File: config.mk
export PLATFORM = sky130hd
export DESIGN_NAME = lane_byte_striper
export DESIGN_NICKNAME = d
export VERILOG_FILES = /design/src/rtl/striping_pkg.sv /design/src/rtl/stripe_out_reg.sv /design/src/rtl/lane_byte_striper.sv
export SDC_FILE = /design/constraint.sdc
export NUM_CORES = 1
export LEC_CHECK = 0
export CORE_MARGIN = 2
export CORE_UTILIZATION = 33
export DETAILED_ROUTE_END_ITERATION = 8
export GPL_TIMING_DRIVEN = 0
export PLACE_DENSITY = 0.63
export SYNTH_ARGS = -nofsm -noshare
export SYNTH_HDL_FRONTEND = slang
export SYNTH_SLANG_ARGS = --single-unit
File: constraint.sdc
create_clock -name clk -period 3.9 [get_ports clk]
set_clock_uncertainty 0.2 [all_clocks]
set_input_delay 0.585 -clock clk [delete_from_list [all_inputs] [get_ports clk]]
set_output_delay 0.585 -clock clk [all_outputs]
set_load 0.05 [all_outputs]
File: src/rtl/striping_pkg.sv
// striping_pkg
// Shared types and constants for the multi-lane 8b/10b transmit path.
//   lane_sym_t   : one lane symbol, K flag plus data byte
//   K23_7_PAD    : control symbol used to fill unused lanes of a short stripe
//   K28_5_COM    : comma symbol used by the alignment logic
//   activeCount  : turns a lane_mode code into the number of active lanes,
//                  clamped to the physical lane count
package striping_pkg;

   typedef struct packed {
      logic       k;
      logic [7:0] data;
   } lane_sym_t;

   localparam logic [7:0] K23_7_PAD = 8'hF7;
   localparam logic [7:0] K28_5_COM = 8'hBC;

   // A lane_mode code m asks for 2^m lanes; anything wider than the
   // physical link collapses to the full link width.
   function automatic int unsigned activeCount(input int unsigned mode,
                                               input int unsigned numLanes);
      int unsigned count;
      if (mode >= 32'd31) begin
         count = numLanes;
      end else begin
         count = 32'd1 << mode;
         if (count > numLanes) begin
            count = numLanes;
         end
      end
      return count;
   endfunction

endpackage

File: src/rtl/stripe_out_reg.sv
// stripe_out_reg
// Single-entry valid/ready output register. A new word may be loaded in the
// same cycle the current word is taken downstream, so a full register can
// still sustain one word per cycle.
//   clk, rst    : clock, synchronous active-high reset
//   load_i      : upstream presents a word to capture
//   data_i      : word to capture
//   ready_i     : downstream accepts the held word
//   valid_o     : a word is held
//   data_o      : held word, stable while valid_o && !ready_i
//   canLoad_o   : register is empty or draining this cycle
module stripe_out_reg #(
   parameter int W = 8
) (
   input  logic         clk,
   input  logic         rst,
   input  logic         load_i,
   input  logic [W-1:0] data_i,
   input  logic         ready_i,
   output logic         valid_o,
   output logic [W-1:0] data_o,
   output logic         canLoad_o
);

   logic         valid_q, valid_d;
   logic [W-1:0] data_q, data_d;

   assign canLoad_o = !valid_q || ready_i;
   assign valid_o   = valid_q;
   assign data_o    = data_q;

   // Next-state: a load wins over a drain, which is what lets a drain and
   // a load share one edge without out_valid dropping. Data is only ever
   // replaced by a load, so it cannot move while the word is stalled.
   always_comb begin
      valid_d = valid_q;
      data_d  = data_q;
      if (load_i && canLoad_o) begin
         valid_d = 1'b1;
         data_d  = data_i;
      end else if (ready_i) begin
         valid_d = 1'b0;
      end
   end

   // State register; reset clears both the flag and the payload so the
   // lane outputs read as zero straight after reset.
   always_ff @(posedge clk) begin
      if (rst) begin
         valid_q <= 1'b0;
         data_q  <= '0;
      end else begin
         valid_q <= valid_d;
         data_q  <= data_d;
      end
   end

endmodule

File: src/rtl/lane_byte_striper.sv
// lane_byte_striper
// Deals a serial byte stream round-robin onto the active lanes and emits one
// lane-aligned word per completed stripe for the per-lane 8b/10b encoders.
// Short final stripes are padded with PAD_SYM/PAD_K.
//   clk, rst     : clock, synchronous active-high reset
//   lane_mode    : active lanes = 2^lane_mode, clamped to NUM_LANES
//   in_data/in_k : byte and its K flag
//   in_last      : final byte of a packet, closes the stripe
//   in_valid     : byte present
//   in_ready     : byte can be accepted this cycle
//   out_data     : lane i in bits [8i+7:8i]
//   out_k        : per-lane K flag
//   out_lane_en  : lane carries a byte (inactive lanes are 0)
//   out_last     : word ends a packet
//   out_valid    : word present
//   out_ready    : downstream accepts the word
module lane_byte_striper
   import striping_pkg::*;
#(
   parameter int         NUM_LANES = 4,
   parameter logic [7:0] PAD_SYM   = K23_7_PAD,
   parameter logic       PAD_K     = 1'b1
) (
   input  logic                      clk,
   input  logic                      rst,
   input  logic [$clog2(NUM_LANES):0] lane_mode,
   input  logic [7:0]                in_data,
   input  logic                      in_k,
   input  logic                      in_last,
   input  logic                      in_valid,
   output logic                      in_ready,
   output logic [8*NUM_LANES-1:0]    out_data,
   output logic [NUM_LANES-1:0]      out_k,
   output logic [NUM_LANES-1:0]      out_lane_en,
   output logic                      out_last,
   output logic                      out_valid,
   input  logic                      out_ready
);

   // Counters are one bit wider than a lane index so they can hold the
   // full active count A (e.g. 4 for a 4-lane link).
   localparam int CNT_W  = $clog2(NUM_LANES) + 1;
   localparam int SYM_W  = $bits(lane_sym_t);
   localparam int WORD_W = NUM_LANES * SYM_W + NUM_LANES + 1;

   logic [CNT_W-1:0]            active_q, active_d;
   logic [CNT_W-1:0]            fillCount_q, fillCount_d;
   lane_sym_t [NUM_LANES-1:0]   asm_q, asm_d;
   logic                        asmLast_q, asmLast_d;
   logic                        pending_q, pending_d;

   logic [CNT_W-1:0]            activeEff;
   logic                        idle;
   logic                        accept;
   logic                        complete;
   logic                        outCanLoad;
   logic                        outLoad;
   logic                        outValid;
   lane_sym_t [NUM_LANES-1:0]   stripeWord;
   lane_sym_t [NUM_LANES-1:0]   outLanes;
   logic [NUM_LANES-1:0]        laneEn;
   logic [WORD_W-1:0]           loadWord;
   logic [WORD_W-1:0]           outWord;

   // The link width is only sampled between stripes. While idle the
   // live lane_mode is used directly so the first byte of a stripe already
   // sees the new width; once a stripe is open the latched value holds.
   assign idle      = (fillCount_q == '0) && !pending_q;
   assign activeEff = idle ? CNT_W'(activeCount(32'(lane_mode), NUM_LANES))
                           : active_q;

   // Input handshake. A stripe closes on its last active lane or on in_last.
   assign in_ready = !rst && !pending_q;
   assign accept   = in_valid && in_ready;
   assign complete = accept &&
                     (in_last || (fillCount_q == (activeEff - CNT_W'(1))));

   // Build the word as it would look if the current byte closed the stripe:
   // earlier lanes from the assembly register, the current lane from the
   // input, lanes above it padded, lanes beyond the link width zeroed.
   // When the stripe is not closing the padded lanes are simply overwritten
   // by later bytes.
   always_comb begin
      stripeWord = '0;
      laneEn     = '0;
      for (int i = 0; i < NUM_LANES; i++) begin
         laneEn[i] = (CNT_W'(i) < activeEff);
         if (!laneEn[i]) begin
            stripeWord[i] = '0;
         end else if (CNT_W'(i) < fillCount_q) begin
            stripeWord[i] = asm_q[i];
         end else if (CNT_W'(i) == fillCount_q) begin
            stripeWord[i].k    = in_k;
            stripeWord[i].data = in_data;
         end else begin
            stripeWord[i].k    = PAD_K;
            stripeWord[i].data = PAD_SYM;
         end
      end
   end

   // A pending stripe always has priority for the output register; it can
   // never coincide with a new completion because in_ready is low meanwhile.
   assign loadWord = pending_q ? {asmLast_q, laneEn, asm_q}
                               : {in_last, laneEn, stripeWord};
   assign outLoad  = outCanLoad && (pending_q || complete);

   // Next-state for the fill counter, width latch, assembly register and
   // pending flag. A completed stripe that cannot go straight to the
   // output register stays in the assembly register and raises pending.
   always_comb begin
      active_d    = activeEff;
      fillCount_d = fillCount_q;
      asm_d       = asm_q;
      asmLast_d   = asmLast_q;
      pending_d   = pending_q;

      if (accept) begin
         asm_d = stripeWord;
         if (complete) begin
            fillCount_d = '0;
            asmLast_d   = in_last;
         end else begin
            fillCount_d = fillCount_q + CNT_W'(1);
         end
      end

      if (pending_q && outCanLoad) begin
         pending_d = 1'b0;
      end else if (complete && !outCanLoad) begin
         pending_d = 1'b1;
      end
   end

   // Striping state; reset throws away any partial or pending stripe.
   always_ff @(posedge clk) begin
      if (rst) begin
         active_q    <= '0;
         fillCount_q <= '0;
         asm_q       <= '0;
         asmLast_q   <= 1'b0;
         pending_q   <= 1'b0;
      end else begin
         active_q    <= active_d;
         fillCount_q <= fillCount_d;
         asm_q       <= asm_d;
         asmLast_q   <= asmLast_d;
         pending_q   <= pending_d;
      end
   end

   stripe_out_reg #(
      .W (WORD_W)
   ) u_outReg (
      .clk       (clk),
      .rst       (rst),
      .load_i    (outLoad),
      .data_i    (loadWord),
      .ready_i   (out_ready),
      .valid_o   (outValid),
      .data_o    (outWord),
      .canLoad_o (outCanLoad)
   );

   assign out_valid   = outValid;
   assign out_last    = outWord[WORD_W-1];
   assign out_lane_en = outWord[WORD_W-2 -: NUM_LANES];
   assign outLanes    = outWord[NUM_LANES*SYM_W-1:0];

   // Split the held lane symbols into the flat data and K buses.
   always_comb begin
      out_data = '0;
      out_k    = '0;
      for (int i = 0; i < NUM_LANES; i++) begin
         out_data[8*i +: 8] = outLanes[i].data;
         out_k[i]           = outLanes[i].k;
      end
   end

endmodule

# --- Word level (Yosys, flattened, before mapping) ---
# Index checks and enable logic that the tools add are counted.
op_classes:
  reduce_logical: 19
  shift: 1
  add_sub_neg: 2
  order_cmp: 9
  eq_ne: 4
  muxes: 18
op_table:
  columns: ["operator", "count"]
  rows:
  - ["two-way mux 9 bit", 12]
  - ["two-way mux 41 bit", 1]
  - ["> comparator 32 x 3 -> 1 bit (second input constant)", 1]
  - ["<< shifter 1 x 3 -> 32 bit (first input constant)", 1]
  - ["< comparator 1 x 3 -> 1 bit (first input constant)", 4]
  - ["< comparator 2 x 3 -> 1 bit (first input constant)", 4]
  - ["two-way mux 3 bit", 3]
  - ["logical AND 1 bit", 8]
  - ["equality test 2 x 3 -> 1 bit (first input constant)", 2]
  - ["logical NOT 1 bit", 4]
  - ["adder 3 x 1 -> 3 bit (second input constant)", 1]
  - ["equality test 1 x 3 -> 1 bit (first input constant)", 1]
  - ["equality test 3 bit", 1]
  - ["logical NOT 3 bit", 1]
  - ["logical OR 1 bit", 3]
  - ["subtractor 3 x 1 -> 3 bit (second input constant)", 1]
  - ["two-way mux 1 bit", 2]
  - ["AND reduction 2 bit", 1]
  - ["nonzero test 2 bit", 1]
  - ["OR reduction 2 bit", 1]
totals:
  regBits: 86
  elab_cells: 67
  inputBits: 17

# --- Depth between registers and ports, before layout ---
logic_depth:
  ltp_word: 12
  depth_mapped: 14
  depth_no_buf: 11

# --- By module ---
# Synthesis repeated with hierarchy kept, for this count alone.
unflattened:
  cells_unflattened: 467
  area_unflattened_um2: 4334.2
by_module_without_submodules:
  columns: ["mod", "area_each_um2", "cells_per_inst", "n_inst"]
  rows:
  - ["lane_byte_striper", 2484.9, 276, 1]
  - ["stripe_out_reg", 1849.3, 191, 1]

# --- Least setup slack after synthesis ---
# No wires, ideal clock.
synth_timing:
  path_type: "reg2reg"
  from: "reg fillCount_q[0]"
  to: "reg u_outReg.data_q[37], in the netlist u_outReg.data_o[37]"
  t_required_ps: 3577
  path_stages_with_launch: 14
  synth_period_minus_slack_ps: 3640
  path_buffers: 3
  arrival_ps: 3316
  setup_slack_ps: 260
  cell_sequence: "dfxtp_1 clkbuf_1 inv_2 ha_1 nor3b_4 nor2b_1 a31oi_1 ha_1 or3b_2 mux2i_1 clkbuf_1 buf_1 nor3_1 mux2_1"
synth_via:
  elab_chain_cells: 10
  word_cells_on_any_way: 12
  classes_between: "add/sub (1); order compare (1); eq/ne (1); mux (2); reduce/logical (7)"
synth_rtl:
  columns: ["item", "line", "text"]
  rows:
  - ["from (decl)", "lane_byte_striper.sv:47", "logic [CNT_W-1:0] fillCount_q, fillCount_d;"]
  - ["from (signal assigned)", "lane_byte_striper.sv:145", "fillCount_q <= fillCount_d;"]
  - ["logical NOT 3 bit", "lane_byte_striper.sv:68", "assign idle = (fillCount_q == '0) && !pending_q;"]
  - ["logical AND 1 bit", "lane_byte_striper.sv:68", null]
  - ["two-way mux 3 bit", "lane_byte_striper.sv:69", "assign activeEff = idle ? CNT_W'(activeCount(32'(lane_mode), NUM_LANES))"]
  - ["subtractor 3 x 1 -> 3 bit", "lane_byte_striper.sv:76", "(in_last || (fillCount_q == (activeEff - CNT_W'(1))));"]
  - ["equality test 3 bit", "lane_byte_striper.sv:76", null]
  - ["logical OR 1 bit", "lane_byte_striper.sv:76", null]
  - ["logical AND 1 bit", "lane_byte_striper.sv:75", "assign complete = accept &&"]
  - ["logical OR 1 bit", "lane_byte_striper.sv:106", "assign outLoad = outCanLoad && (pending_q || complete);"]
  - ["logical AND 1 bit", "lane_byte_striper.sv:106", null]
  - ["logical AND 1 bit", "stripe_out_reg.sv:38", "if (load_i && canLoad_o) begin"]
  - ["to (signal assigned)", "stripe_out_reg.sv:54", "data_q <= data_d;"]
  - ["to (decl)", "stripe_out_reg.sv:26", "logic [W-1:0] data_q, data_d;"]
# Several ways; a longest one is shown, not always the timed one.
# A chain may end at the register's enable or synchronous reset.

# --- Worst setup path after layout ---
layout_timing:
  from: "reg fillCount_q[0]"
  to: "reg u_outReg.data_q[39], in the netlist u_outReg.data_o[39]"
# Same word-level chain as after synthesis.

==> reports/metrics.cfg <==
[power_and_ir_drop]
p_per_area_nw_per_um2 = 433
finalPower_mw = 2.41
p_leak_nw = 2.20
vdd_drop_max_uv = 273

[worst_setup_path]
critPathLaunchType = register
crit_path_max_fanout = 11
arrival_ps = 3710
setup.worst_path.end_class = register
critPathKind = register to register
required_ps = 3940

[placed_design]
place_hpwl_um = 9360
place_ws_ps = -489
dpl_cell_area_um2 = 5180
dp_cells = 777
portBuffers = 59
gp_congestion = 0.879

[synthesis]
synth_area_um2 = 4370
synth_seq_cells = 86
synthTopCellsByArea = dfxtp_1 (39%), nand2_1 (10%), mux2i_1 (9.4%), o21ai_0 (4.1%), nor3_1 (3.5%)
yosysWarnings = 0
ys_seq_area_share_pct = 39.4
yosysTopAreaCellShare_pct = 39.4
ys_types = 50
ys.flop_type = dfxtp_1
yosysTopAreaCell = dfxtp_1
synth_nets = 564
synth_edf_count = 0
synthArstFlopShare_pct = 0
synthCells = 542
syn_avg_cell_area_um2 = 8.07

[layout]
fin_cells = 796
fin_area_um2 = 5570
drive_gt1_share_pct = 8.23
fin_util_pct = 42.6
final_nets = 637
synthToLayoutAreaGrowth_pct = 27.3
layout_commonest_cell = nand2_1
final_cell_mix = nand2_1 (121), dfxtp_1 (86), clkdlybuf4s50_1 (59)
n_antenna_cell = 0

[sta]
min_period_over_period_pct = 94.2
fin_crit_ps = 3670
setup_ws_ps = 227
fin_setup_tns_ps = 0
fmax_ghz = 0.272
fin_hold_ws_ps = 248
drv_slew = 0
relSlewSlack_pct = 18.6
hold_viol = 0
max_slew.worst_pin.slew_ps = 1210
setup_violations = 0

[job]
maxCapViolCount = 0

[clocking]
cts_max_level = 3
clock_latency_ps = 350
clock_path_buffers = 2
cts_root_buf = clkbuf_16
clock_sinks = 86
numCtsBuffers = 9
hold_buffers = 0
clkTransAtPathRegs_ps = 60
cts_tree = yes

[global_routing]
grt_max_degree = 14
grt_first_pass_wirelength_um = 20900
overflow = 0
first_global_vias = 4170
antenna_found_initial = 0
gr-usage-all-layers_pct = 18.6

[floorplanning]
die_w_um = 119
core_um2 = 13100
initial_core_util_pct = 33.4
num_rows = 42
io_pins = 60
die_h_um = 119
dieArea_um2 = 14200

[drt]
detail_route.vias_per_cell = 5.36
num_vias = 4269
drt-initial-drc-count = 345
wl_per_cell_um = 16.2
ant_nets = 0
drcViolationCount = 0
routed_wl_um = 12900
first_pass_iters = 5

[run_status]
status = complete, no violations

[worst_hold_path]
hp-class = register to register

## Yosys cell counts (2+ instances only)
cell type,number
ha_1,5
or3_1,4
buf_2,5
mux2_2,2
nand2_1,121
a21oi_1,4
nor2b_1,14
dfxtp_1,86
a21o_1,2
nand3_1,10
o22ai_1,8
nor2_1,36
mux2i_1,41
buf_1,7
a31o_2,10
o211ai_1,2
nand2b_1,4
a21boi_0,9
clkbuf_1,30
o21ai_0,36
nor3_1,31
or2_2,2
or4_1,2
o31ai_1,20
inv_1,6
a31oi_1,3
or3b_2,2
o41ai_1,16
mux2_1,3
## layout make-up
type | instances | area (um2)
Buffer | 42 | 173
Clock buffer | 14 | 274
Clock inverter | 2 | 38.8
Fill cell | 1319 | 7510
Inverter | 8 | 32.5
Multi-Input combinational cell | 405 | 2490
Sequential cell | 86 | 1720
Tap cell | 176 | 220
Timing Repair Buffer | 63 | 621
## critical path: stages, from the launching register on
cell      delay, ps
dfxtp_1         320
clkbuf_2        220
inv_4           170
ha_1            230
nor3b_4         360
buf_4           170
buf_4           130
mux2i_1         450
clkbuf_1        450
clkbuf_1        470
nor2_1          100
mux2_1          290
## sequential cells by signal (all words and copies together) (netlist names)
register	cells
active_q	3
u_outReg.data_o	41
asmLast_q	1
u_outReg.valid_o	1
pending_q	1
fillCount_q	3
asm_q	36
## power by group
group / total, mW / switching, mW / internal (mW)
sequential: 1.00 / 0.0456 / 0.954
combinational: 0.513 / 0.325 / 0.188
clock: 0.901 / 0.350 / 0.550
## logic make-up (layout without fill, tap and decap cells)
| family | after synthesis | count (layout) | share of synthesized area (%) |
|---|---|---|---|
| XOR/XNOR | 3 | 3 | 0.772 |
| multiplexers | 47 | 47 | 11.0 |
| flip-flops | 86 | 86 | 39.4 |
| buffers and inverters | 51 | 129 | 4.61 |
| AO/OA/AOI/OAI | 120 | 120 | 19.5 |
| AND/OR/NAND/NOR | 230 | 230 | 23.3 |
| adder cells (fa/ha/maj) | 5 | 5 | 1.43 |
## final timing paths
kind / endpoint / start / slack [ps] / cells after the start
setup / recovery: u_outReg.data_o[39] / fillCount_q[0] / 230 / 11
hold reg to reg: asm_q[24] / asm_q[24] / 250 / 2
setup reg to reg: u_outReg.data_o[39] / fillCount_q[0] / 230 / 11
hold / removal: asm_q[24] / asm_q[24] / 250 / 2
## routing by layer
| layer | share of wire (%) | vias up | GRT usage (%) |
|---|---|---|---|
| met5 | 0 | - | 0 |
| met4 | 2.4 | 0 | 7.74 |
| met3 | 5.1 | 32 | 4.45 |
| met2 | 47 | 146 | 30.6 |
| met1 | 45 | 2021 | 23.5 |
| li1 | - | 2070 | - |
## repair_timing
action                                  CTS  global route
setup buffers                             1             3
resized for setup                         4            10
endpoints found under the setup margin   42            41
Note: power is estimated with default switching activity, not from simulation.
